## src/rtl/radar_mode_ctrl.sv

```systemverilog
// radar_mode_ctrl: radar mode sequencer (scan/lock/wait-clear/manual) with a debounced manual button,
// lock-angle capture and a saturating detection counter.
module radar_mode_ctrl #(
    parameter int THRESH_CM       = 30,
    parameter int HYST_CM         = 5,
    parameter int CONFIRM_N       = 3,
    parameter int CLEAR_N         = 5,
    parameter int DEBOUNCE_CYCLES = 1_000_000,
    parameter int LOCK_TIMEOUT    = 25_000_000
) (
    input  logic       clk,
    input  logic       reset_n,
    input  logic       manual_btn,
    input  logic       dist_valid,
    input  logic [8:0] dist_cm,
    input  logic [7:0] servo_angle,
    output logic [1:0] state,
    output logic       alert_active,
    output logic [7:0] lock_angle,
    output logic [7:0] target_count
);
    typedef enum logic [1:0] {SCAN, LOCK, WAIT_CLEAR, MANUAL} state_t;

    localparam int DW = $clog2(DEBOUNCE_CYCLES + 1);
    localparam int TW = $clog2(LOCK_TIMEOUT + 1);
    localparam logic [9:0] NEAR_LIM = 10'(THRESH_CM);
    localparam logic [9:0] CLR_LIM  = 10'(THRESH_CM + HYST_CM);
    localparam logic [3:0] CONF_N   = 4'(CONFIRM_N);
    localparam logic [3:0] CLR_N    = 4'(CLEAR_N);

    logic          sync1_q, sync2_q, deb_q, deb_d, deb_prev_q, press_q, press_d;
    logic [DW-1:0] deb_cnt_q, deb_cnt_d;
    state_t        state_q, state_d;
    logic          alert_q, alert_d;
    logic [7:0]    lock_angle_q, lock_angle_d, target_count_q, target_count_d;
    logic [3:0]    conf_q, conf_d, clr_q, clr_d, conf_inc, clr_inc;
    logic [TW-1:0] tmr_q, tmr_d;
    logic          near, clr, enter_lock;

    // The debounced level only flips after DEBOUNCE_CYCLES unbroken cycles of disagreement
    always_comb begin
        deb_d     = deb_q;
        deb_cnt_d = '0;
        if (sync2_q != deb_q) begin
            if (deb_cnt_q == DW'(DEBOUNCE_CYCLES - 1)) deb_d = sync2_q;
            else deb_cnt_d = deb_cnt_q + 1'b1;
        end
        press_d = deb_q & ~deb_prev_q;
    end

    assign near     = dist_valid && ({1'b0, dist_cm} < NEAR_LIM);
    assign clr      = dist_valid && ({1'b0, dist_cm} >= CLR_LIM);
    assign conf_inc = (conf_q == CONF_N) ? conf_q : conf_q + 1'b1;
    assign clr_inc  = (&clr_q) ? clr_q : clr_q + 1'b1;

    always_comb begin
        state_d        = state_q;
        lock_angle_d   = lock_angle_q;
        target_count_d = target_count_q;
        conf_d         = near ? conf_inc : dist_valid ? 4'd0 : conf_q;
        clr_d          = near ? 4'd0 : clr ? clr_inc : clr_q;
        tmr_d          = (dist_valid || state_q != LOCK) ? '0 : tmr_q + 1'b1;
        enter_lock     = 1'b0;
        if (press_q) begin
            state_d = (state_q == MANUAL) ? SCAN : MANUAL;
            conf_d  = '0;
            clr_d   = '0;
        end else begin
            case (state_q)
                SCAN: enter_lock = near && (conf_inc == CONF_N);
                LOCK: begin
                    if (clr) begin
                        state_d = WAIT_CLEAR;
                        clr_d   = 4'd1;
                    end else if (!dist_valid && tmr_q == TW'(LOCK_TIMEOUT - 1)) begin
                        state_d = WAIT_CLEAR;
                        clr_d   = '0;
                    end
                end
                WAIT_CLEAR: begin
                    if (near) enter_lock = 1'b1;
                    else if (clr && clr_inc == CLR_N) begin
                        state_d = SCAN;
                        conf_d  = '0;
                        clr_d   = '0;
                    end
                end
                default: begin
                    conf_d = '0;
                    clr_d  = '0;
                end
            endcase
        end
        if (enter_lock) begin
            state_d        = LOCK;
            lock_angle_d   = servo_angle;
            target_count_d = (&target_count_q) ? target_count_q : target_count_q + 1'b1;
            conf_d         = '0;
            clr_d          = '0;
            tmr_d          = '0;
        end
        alert_d = (state_d == LOCK) || (state_d == WAIT_CLEAR);
    end

    always_ff @(posedge clk or negedge reset_n) begin
        if (!reset_n) begin
            sync1_q        <= 1'b0;
            sync2_q        <= 1'b0;
            deb_q          <= 1'b0;
            deb_prev_q     <= 1'b0;
            press_q        <= 1'b0;
            deb_cnt_q      <= '0;
            state_q        <= SCAN;
            alert_q        <= 1'b0;
            lock_angle_q   <= '0;
            target_count_q <= '0;
            conf_q         <= '0;
            clr_q          <= '0;
            tmr_q          <= '0;
        end else begin
            sync1_q        <= manual_btn;
            sync2_q        <= sync1_q;
            deb_q          <= deb_d;
            deb_prev_q     <= deb_q;
            press_q        <= press_d;
            deb_cnt_q      <= deb_cnt_d;
            state_q        <= state_d;
            alert_q        <= alert_d;
            lock_angle_q   <= lock_angle_d;
            target_count_q <= target_count_d;
            conf_q         <= conf_d;
            clr_q          <= clr_d;
            tmr_q          <= tmr_d;
        end
    end

    assign state        = state_q;
    assign alert_active = alert_q;
    assign lock_angle   = lock_angle_q;
    assign target_count = target_count_q;
endmodule

```

## config.mk

```make
export PLATFORM = sky130hd
export DESIGN_NAME = radar_mode_ctrl
export DESIGN_NICKNAME = d
export VERILOG_FILES = /design/src/rtl/radar_mode_ctrl.sv
export SDC_FILE = /design/constraint.sdc
export NUM_CORES = 1
export LEC_CHECK = 0
export BUFFER_PORTS_ARGS = -buffer_cell sky130_fd_sc_hd__buf_2
export CAP_MARGIN = 20
export CORE_ASPECT_RATIO = 0.75
export CORE_MARGIN = 2
export CORE_UTILIZATION = 45
export DETAILED_ROUTE_END_ITERATION = 8
export SKIP_CTS_REPAIR_TIMING = 1
export SYNTH_ARGS = -nofsm -noshare
export SYNTH_HDL_FRONTEND = slang
export SYNTH_SLANG_ARGS = --single-unit
```

## constraint.sdc

```tcl
create_clock -name clk -period 6 [get_ports clk]
set_clock_uncertainty 0.2 [all_clocks]
set_input_delay 0.6 -clock clk [delete_from_list [all_inputs] [get_ports clk]]
set_output_delay 0.6 -clock clk [all_outputs]
set_load 0.01 [all_outputs]
```

==> flow_summary.json <==
{
  "status": "complete, no violations",
  "wire_per_inst_um": 13.8,
  "hp-class": "reg2reg",
  "gr-total-overflow": 0,
  "via_per_inst": 5.30,
  "synthCells": 384,
  "wirelength_mm": 7.40,
  "muxShareOfSynthArea": 0.0391,
  "clk_pin_slew_worst_paths_ps": 60,
  "synth_area_per_cell_sq_um": 10.3,
  "clk_latency_ps": 330,
  "max_cap_violations": 0,
  "cp_slowest_cell": "nor4_1",
  "cp-end-kind": "register",
  "num_io_pins": 40,
  "clkSinkCount": 77,
  "synth_compound_area_frac": 0.0651,
  "slew_viol_final": 0,
  "cp_cell_sequence": "buf_2, nor4_1, nand3_1, nand2b_2, nor2_4, mux2_2",
  "syn-num-nets": 415,
  "diodes": 0,
  "cts.path.max_buffers": 2,
  "initial_core_util": 0.464,
  "synthSimpleGateAreaFrac": 0.244,
  "final_nets": 455,
  "synth_top_area_cell": "dfrtp_1",
  "synth-edff-count": 0,
  "hold_end": "sync2_q",
  "crit_family": "simple AND/OR/NAND/NOR gates",
  "num_rows": 29,
  "intPower_mw": 0.928,
  "crit_arrival_ps": 2540,
  "port_buffers": 39,
  "critPathKind": "in2reg",
  "reg2reg_from": "conf_q[0]",
  "swShare": 0.240,
  "grt_first_pass_wirelength_mm": 13.3,
  "p_sw_mw": 0.293,
  "area_growth_pct": 14.5,
  "die_area_sq_um": 9530,
  "async_flop_share": 1.00,
  "ys_seq_elements": 77,
  "worst-path-buf-inv": 1,
  "hold_viol_final": 0,
  "grt_pass1_vias": 2884,
  "finalCritPeriodShare": 0.422,
  "synth_top_cell_area_share": 0.489,
  "synth-xor-area-share": 0.104,
  "antenna_left": 0,
  "coreArea_sq_um": 8490,
  "place.gp.congestion": 0.803,
  "rsz0062_at_grt": "false",
  "synth_fa_ha_area_frac": 0.0318,
  "powerDensity_nw_per_um2": 271,
  "slew_headroom": 0.369,
  "vias": 2847,
  "min_delay_path_depth": 0,
  "path_max_fanout": 12,
  "cts_tree": "built",
  "grt_use_total": 0.173,
  "max_freq_mhz": 395,
  "drt_first_pass_iters": 4,
  "slowest_delay_ps": 430,
  "ir_drop_mv": 0.189,
  "p_leak_nw": 2.08,
  "grt_max_degree": 78,
  "setup_violations": 0,
  "ys_warn_count": 0,
  "min_period_ps": 2530,
  "pwr-share-clk": 0.436,
  "finalSetupTns_ps": 0,
  "seqPwrFrac": 0.466,
  "antenna_found_initial": 0,
  "synth_top_family_by_area": "simple AND/OR/NAND/NOR gates",
  "cts-root-buf": "clkbuf_16",
  "reg2reg_to": "target_count[1]",
  "hold_path_startpoint": "sync1_q",
  "drc": 0,
  "die_h_um": 85.0,
  "worstMarginPinSlew_ps": 947,
  "die_w_um": 112,
  "required_ps": 6010,
  "worst_hold_slack_ps": 148,
  "reg2regPathDepth": 6,
  "ys_top_cells_by_area": "dfrtp_1 (49%), xor2_1 (6.0%), nor2_1 (5.7%)",
  "final_layout_size_suffix_gt1_frac": 0.184,
  "cp-start-kind": "input pin",
  "yosysSeqAreaShare": 0.489,
  "cts_buffers": 9,
  "drt_iter0_drc": 128,
  "synth_ff_type": "dfrtp_1",
  "syn_area_sq_um": 3940,
  "ff2ff_setup_slack_ps": 3610,
  "power_frac_comb": 0.098,
  "ys_types": 58,
  "h-tree-depth": 3,
  "dp_hpwl_mm": 5.11
}
## logic make-up after synthesis
kind of cell             after synthesis
XOR/XNOR                              47
adder cells (fa/ha/maj)               10
buffers and inverters                 23
flip-flops                            77
multiplexers                          14
AND/OR/NAND/NOR                      176
AO/OA/AOI/OAI                         37
## Yosys cell counts (all sizes together), types with 5 or more instances
cell / count
a21oi: 9
xnor2: 20
nand2: 15
nand4: 14
o21ai: 11
or3: 5
nand2b: 5
and3: 16
ha: 10
nor3: 9
nand3: 26
xor2: 27
clkbuf: 6
nor2: 61
dfrtp: 77
mux2: 11
inv: 13
## cell usage in the layout (no fill, tap or decap), drive strengths merged, types with 4 or more instances in the layout
cell	synthesis	routed
dfrtp	77	77
nor2	61	61
buf	4	39
xor2	27	27
nand3	26	26
xnor2	20	20
and3	16	16
nand2	15	15
nand4	14	14
inv	13	13
clkbuf	6	12
o21ai	11	11
mux2	11	11
ha	10	10
nor3	9	9
a21oi	9	9
nand2b	5	5
or3	5	5
nor4b	4	4
## how the worst max path moves through the flow
stage | start | to | slack (ps) | cells past startpoint
after global placement | dist_cm[7] | lock_angle[0] | 3160 | 6
after floorplan | conf_q[0] | target_count[1] | 3740 | 7
after global routing | dist_cm[7] | lock_angle[2] | 3310 | 6
final | dist_cm[7] | lock_angle[0] | 3470 | 6
after detailed placement | dist_cm[7] | lock_angle[7] | 3110 | 6
after CTS | dist_cm[7] | lock_angle[2] | 3460 | 6
## area by class of cell
type | instances | area [sq um]
fill | 754 | 3980
sequential | 77 | 1930
multi-input combinational | 284 | 1910
clock buffer | 12 | 246
timing repair buffer | 39 | 198
tap | 108 | 135
inverter | 13 | 48.8
clock inverter | 4 | 47.5
## worst register-to-register path, cell delays in order, from the launching register on
cell      delay (ps)
dfrtp_1          440
ha_1             280
nand2b_1         160
mux2_1           340
a41o_1           260
and3_1           250
mux2_1           350
## metal layers
layer | global-route usage | routed length [um] | up-vias
li1 | - | - | 1418
met1 | 0.242 | 3840 | 1386
met2 | 0.266 | 3270 | 38
met3 | 0.0507 | 238 | 5
met4 | 0.0510 | 45 | 0
met5 | 0 | 0 | -
## sequential cells by signal, indices dropped and copies added (netlist names)
signal	count
tmr_q	25
deb_cnt_q	20
lock_angle	8
target_count	8
clr_q	4
conf_q	4
state	2
alert_active	1
deb_prev_q	1
deb_q	1
press_q	1
sync1_q	1
sync2_q	1
## through the flow
| stage | setup slack, ps | util | total power [mW] | std cells | cell area, sq um |
|---|---|---|---|---|---|
| detailed placement | 3110 | 0.497 | 0.700 | 521 | 4220 |
| global route | 3310 | 0.531 | 1.29 | 537 | 4510 |
| CTS | 3460 | 0.531 | 1.24 | 537 | 4510 |
| finish | 3470 | 0.531 | 1.22 | 537 | 4510 |
| floorplan | 3740 | - | 0.654 | 384 | 3940 |
| global placement | 3160 | 0.497 | 0.698 | 521 | 4220 |
## power groups by stage
stage / combinational [mW] / sequential, mW / clock, mW
after floorplan: 0.0815 / 0.573 / 0
after global placement: 0.121 / 0.577 / 0
after detailed placement: 0.123 / 0.577 / 0
after CTS: 0.123 / 0.568 / 0.551
after global routing: 0.141 / 0.573 / 0.574
final: 0.120 / 0.569 / 0.533
Note: power is estimated with default switching activity, not from simulation.
